### src/rtl/bcd_pkg.sv
// Shared constants, state type and digit-validity helper for the BCD-to-binary converter.
package bcd_pkg;

  localparam int unsigned BCD_NDIG  = 8;
  localparam int unsigned BCD_WIDTH = 32;
  localparam int unsigned BCD_ITER  = 32;

  localparam logic [3:0] BCD_ADJ_THR = 4'd8;
  localparam logic [3:0] BCD_ADJ_OFF = 4'd3;

  typedef enum logic {
    IDLE  = 1'b0,
    SHIFT = 1'b1
  } bcd_state_e;

  function automatic logic bcd_has_invalid(input logic [BCD_WIDTH-1:0] v);
    logic bad;
    bad = 1'b0;
    for (int unsigned i = 0; i < BCD_NDIG; i++) begin
      if (v[4*i +: 4] > 4'd9) bad = 1'b1;
    end
    return bad;
  endfunction

endpackage

### src/rtl/bcd_digit_adj.sv
// Per-digit correction for reverse double-dabble: subtract 3 from any digit >= 8.
module bcd_digit_adj
  import bcd_pkg::*;
(
  input  logic [3:0] digit_i,
  output logic [3:0] digit_o
);

  always_comb begin
    digit_o = digit_i;
    if (digit_i >= BCD_ADJ_THR) digit_o = digit_i - BCD_ADJ_OFF;
  end

endmodule

### src/rtl/bcd_to_bin.sv
// Sequential 8-digit BCD to 32-bit binary converter, one bit per clock.
// Optional signed result via BCD2BIN_SIGN_EN (adds the negativo input).
module bcd_to_bin
  import bcd_pkg::*;
(
  input  logic        clock,
  input  logic        resetn,
  input  logic        start,
  input  logic [3:0]  dmilhao,
  input  logic [3:0]  milhao,
  input  logic [3:0]  cmilhar,
  input  logic [3:0]  dmilhar,
  input  logic [3:0]  milhar,
  input  logic [3:0]  centesimal,
  input  logic [3:0]  decimal,
  input  logic [3:0]  unidade,
`ifdef BCD2BIN_SIGN_EN
  input  logic        negativo,
`endif
  output logic [31:0] dataBin,
  output logic        busy,
  output logic        done,
  output logic        erro
);

  localparam logic [4:0] CNT_LAST = 5'(BCD_ITER - 1);

  bcd_state_e           state_q, state_d;
  logic [BCD_WIDTH-1:0] bcd_q, bcd_d;
  logic [BCD_WIDTH-1:0] acc_q, acc_d;
  logic [4:0]           cnt_q, cnt_d;
  logic [BCD_WIDTH-1:0] data_q, data_d;
  logic                 done_q, done_d;
  logic                 erro_q, erro_d;

  logic [BCD_WIDTH-1:0] digits;
  logic [BCD_WIDTH-1:0] bcd_shr;
  logic [BCD_WIDTH-1:0] bcd_adj;
  logic [BCD_WIDTH-1:0] acc_nxt;
  logic [BCD_WIDTH-1:0] result;

  assign digits  = {dmilhao, milhao, cmilhar, dmilhar, milhar, centesimal, decimal, unidade};
  assign bcd_shr = bcd_q >> 1;
  assign acc_nxt = {bcd_q[0], acc_q[BCD_WIDTH-1:1]};

  for (genvar g = 0; g < BCD_NDIG; g++) begin : g_adj
    bcd_digit_adj u_adj (
      .digit_i (bcd_shr[4*g +: 4]),
      .digit_o (bcd_adj[4*g +: 4])
    );
  end

`ifdef BCD2BIN_SIGN_EN
  logic neg_q, neg_d;
  // Negate on the final accumulator value so the sign costs no extra cycle.
  assign result = neg_q ? (~acc_nxt + 32'd1) : acc_nxt;
`else
  assign result = acc_nxt;
`endif

  always_comb begin
    state_d = state_q;
    bcd_d   = bcd_q;
    acc_d   = acc_q;
    cnt_d   = cnt_q;
    data_d  = data_q;
    done_d  = 1'b0;
    erro_d  = erro_q;
`ifdef BCD2BIN_SIGN_EN
    neg_d   = neg_q;
`endif
    unique case (state_q)
      IDLE: begin
        if (start) begin
          if (bcd_has_invalid(digits)) begin
            data_d = '0;
            erro_d = 1'b1;
            done_d = 1'b1;
          end else begin
            bcd_d   = digits;
            acc_d   = '0;
            cnt_d   = '0;
            erro_d  = 1'b0;
`ifdef BCD2BIN_SIGN_EN
            neg_d   = negativo;
`endif
            state_d = SHIFT;
          end
        end
      end
      SHIFT: begin
        acc_d = acc_nxt;
        bcd_d = bcd_adj;
        cnt_d = cnt_q + 5'd1;
        if (cnt_q == CNT_LAST) begin
          data_d  = result;
          done_d  = 1'b1;
          state_d = IDLE;
        end
      end
      default: state_d = IDLE;
    endcase
  end

  always_ff @(posedge clock or negedge resetn) begin
    if (!resetn) begin
      state_q <= IDLE;
      bcd_q   <= '0;
      acc_q   <= '0;
      cnt_q   <= '0;
      data_q  <= '0;
      done_q  <= 1'b0;
      erro_q  <= 1'b0;
`ifdef BCD2BIN_SIGN_EN
      neg_q   <= 1'b0;
`endif
    end else begin
      state_q <= state_d;
      bcd_q   <= bcd_d;
      acc_q   <= acc_d;
      cnt_q   <= cnt_d;
      data_q  <= data_d;
      done_q  <= done_d;
      erro_q  <= erro_d;
`ifdef BCD2BIN_SIGN_EN
      neg_q   <= neg_d;
`endif
    end
  end

  assign dataBin = data_q;
  assign busy    = (state_q == SHIFT);
  assign done    = done_q;
  assign erro    = erro_q;

endmodule
### config.mk
export PLATFORM = sky130hd
export DESIGN_NAME = bcd_to_bin
export DESIGN_NICKNAME = d
export VERILOG_FILES = /design/src/rtl/bcd_pkg.sv /design/src/rtl/bcd_digit_adj.sv /design/src/rtl/bcd_to_bin.sv
export SDC_FILE = /design/constraint.sdc
export NUM_CORES = 1
export LEC_CHECK = 0
export BUFFER_PORTS_ARGS = -buffer_cell sky130_fd_sc_hd__buf_2
export CAP_MARGIN = 30
export CORE_MARGIN = 10
export CORE_UTILIZATION = 30
export CTS_CLUSTER_SIZE = 14
export DETAILED_ROUTE_END_ITERATION = 12
export GPL_TIMING_DRIVEN = 1
export SLEW_MARGIN = 20
export SYNTH_ARGS = -nofsm -noshare
export SYNTH_HDL_FRONTEND = slang
export SYNTH_SLANG_ARGS = --single-unit
### constraint.sdc
create_clock -name clock -period 4.05 [get_ports clock]
set_input_delay 0.6075 -clock clock [delete_from_list [all_inputs] [get_ports clock]]
set_output_delay 0.6075 -clock clock [all_outputs]
set_load 0.01 [all_outputs]
==> flow_summary.yaml <==
timing:
  min_period_over_period: 0.560
  fin_tns_setup_ns: 0
  max_freq_mhz: 441
  setup_viol: 0
  final_hold_viol_count: 0
  timing.slew.headroom: 0.439
  rsz0062_at_grt: "false"
  worstMarginPinSlew_ns: 0.841
  drv_slew: 0
  fin_worst_skew_ns: 0.00887
  post-route-min-period_ns: 2.27
grt:
  gr-usage-all-layers: 0.110
  grt_max_degree: 75
  grt_pass1_vias: 3537
  overflow: 0
  grt_antenna_before_repair: 0
  grt_pass1_wl_um: 18300
clock_network:
  cts_root_buffer: "clkbuf_16"
  cts_buffers: 9
  clk_pin_slew_ns: 0.07
  cts_resized: 0
  holdBufCountCts: 0
  cts_buffer_depth: 2
  cts_setup_buffers: 0
  clock-sinks: 103
  htreeDepth: 3
  cts_tree: "done"
  clk_latency_ns: 0.35
die:
  fp.coreArea_um2: 15200
  dieArea_um2: 20900
  io_pins: 70
  num_rows: 45
  start_util: 0.307
  fp.dieH_um: 145
  dieWidth_um: 145
routing:
  drc: 0
  drt_pass1_iterations: 4
  drt-wirelength-per-cell_um: 16.1
  routed_wl_um: 11100
  num_vias: 3486
  dr_wl_met2_um: 4920
  drt-initial-drc-count: 212
  ant_nets: 0
  wl_met1_um: 5180
  viasPerCell: 5.07
  dr_wl_met3_um: 861
  highest_layer: "met4"
critical_path:
  slowest_delay_ns: 0.78
  critPathLaunchType: "input pin"
  reg2reg_to: "cnt_q[2]"
  cp_max_fo: 12
  r2r-start: "busy"
  crit_type: "in2reg"
  worstPathRequired_ns: 4.33
  cp-end-kind: "flop"
  crit_chain: "buf_2, o21ai_1, nand4_1, nor3_2, buf_4, a221o_1"
  critPathSlowestCell: "nor3_2"
  crit_arrival_ns: 2.55
  r2r_slack_ns: 2.11
  reg2reg_depth: 3
placement:
  dp.cells: 670
  port_buffers: 69
  dpl.hpwl_um: 7670
  gp_congestion: 0.824
flow_run:
  cap_violations: 0
logic_synthesis:
  synthFlopType: "dfrtp_1"
  synth-seq-area-share: 0.552
  syn_avg_cell_area_um2: 10.8
  syn_area_um2: 4670
  syn-num-nets: 484
  ys_seq_elements: 103
  syn_inst: 433
  ys_warn_count: 0
  synth_edf_count: 0
  async_reset_ff_frac: 1.00
  synthDistinctLibCells: 33
final_layout:
  drive_above_1_share: 0.212
  fill_cells: 1552
  fin_cells: 687
  fin_nets: 545
  antennaDiodeCount: 0
  syn_to_final_growth_pct: 17.2
power_and_ir_drop:
  power_leakage_nw: 2.58
  p_per_area_nw_per_um2: 610
  ir_worst_vdd_mv: 0.278
  power_mw: 3.34
outcome:
  status: "completed"
min_path:
  min_path_type: "in2async"
==> cell usage after synthesis, types with 7 or more instances <==
| cell type | instances | area share |
|---|---|---|
| o21ai_0 | 14 | 0.015 |
| a22o_1 | 35 | 0.066 |
| dfrtp_1 | 103 | 0.55 |
| a21oi_1 | 47 | 0.050 |
| o21ai_1 | 8 | 0.0086 |
| mux2i_1 | 8 | 0.017 |
| xnor2_1 | 7 | 0.013 |
| nor2_1 | 18 | 0.014 |
| a221o_1 | 20 | 0.043 |
| or3_1 | 7 | 0.0094 |
| nand2_1 | 66 | 0.053 |
| clkbuf_1 | 15 | 0.012 |
| ha_1 | 16 | 0.043 |
| o221a_2 | 7 | 0.017 |
| buf_2 | 7 | 0.0075 |
| inv_1 | 22 | 0.018 |
==> power breakdown <==
group          total, mW  internal [mW]  leakage [nW]  switching [mW]
clock network      0.807          0.420         0.133           0.386
logic              0.984          0.492          1.09           0.492
registers           1.55           1.27          1.36           0.278
total               3.34           2.18          2.58            1.16
==> routing by layer <==
layer	track usage	vias up
met5	0	-
met4	0.0293	0
met3	0.0434	9
met2	0.163	92
met1	0.146	1698
li1	-	1687
==> layout make-up <==
| type | instances | area, µm² | area share |
|---|---|---|---|
| sequential | 103 | 2580 | 0.471 |
| multi-input combinational | 279 | 1860 | 0.341 |
| timing repair buffer | 78 | 435 | 0.0796 |
| tap | 188 | 235 | 0.0430 |
| clock buffer | 10 | 229 | 0.0418 |
| inverter | 23 | 86.3 | 0.0158 |
| clock inverter | 6 | 43.8 | 0.00800 |
==> worst max path at each step <==
stage,slack [ns],start,endpoint,cells after the start
after floorplan,2.18,cmilhar[2],bcd_q[22],7
after global placement,1.48,unidade[2],bcd_q[0],6
after detailed placement,1.43,unidade[2],bcd_q[12],6
after CTS,1.79,unidade[2],bcd_q[10],6
after global routing,1.57,unidade[2],bcd_q[10],6
final,1.78,unidade[2],bcd_q[6],6
==> through the flow <==
| stage | util | hold WS [ns] | worst slack (ns) | cell area, µm² |
|---|---|---|---|---|
| 3_3_place_gp | 0.340 | 0.486 | 1.48 | 5170 |
| 4_1_cts | 0.358 | 0.419 | 1.79 | 5450 |
| 2_1_floorplan | - | 0.312 | 2.18 | 4670 |
| 5_1_grt | 0.360 | 0.121 | 1.57 | 5470 |
| 3_5_place_dp | 0.340 | 0.489 | 1.43 | 5170 |
| 6_report | 0.360 | 0.124 | 1.78 | 5470 |
==> cells by family (layout without fill, tap and decap cells) <==
logic type	count (synthesis)	count (layout)	synth area share
compound gates	145	145	0.230
xor+xnor	9	9	0.0169
fa+ha+maj	16	16	0.0429
buf+inv	51	117	0.0493
flops	103	103	0.552
mux	8	8	0.0172
simple gates	101	101	0.0919
==> layout by cell type, fill, tap and decap left out, drive strengths merged, types with 3 or more instances in the layout <==
cell type / count
a21oi: 47
a221o: 20
a22o: 35
a2bb2oi: 3
a41oi: 4
buf: 78
clkbuf: 10
clkinv: 4
dfrtp: 103
ha: 16
inv: 24
mux2i: 8
nand2: 66
nand4: 3
nor2: 18
o21ai: 22
o221a: 7
o31ai: 5
or3: 7
xnor2: 7
==> state kept, by name, indices dropped and copies added (netlist names) <==
| signal | count |
|---|---|
| acc_q | 31 |
| bcd_q | 32 |
| busy | 1 |
| cnt_q | 5 |
| dataBin | 32 |
| done | 1 |
| erro | 1 |
==> worst max-delay path: cells and delay by family <==
family          cells  cell delay [ns]
compound gates      2             0.39
buf+inv             2             0.43
simple gates        2             1.11
(Power assumes the default switching activity.)
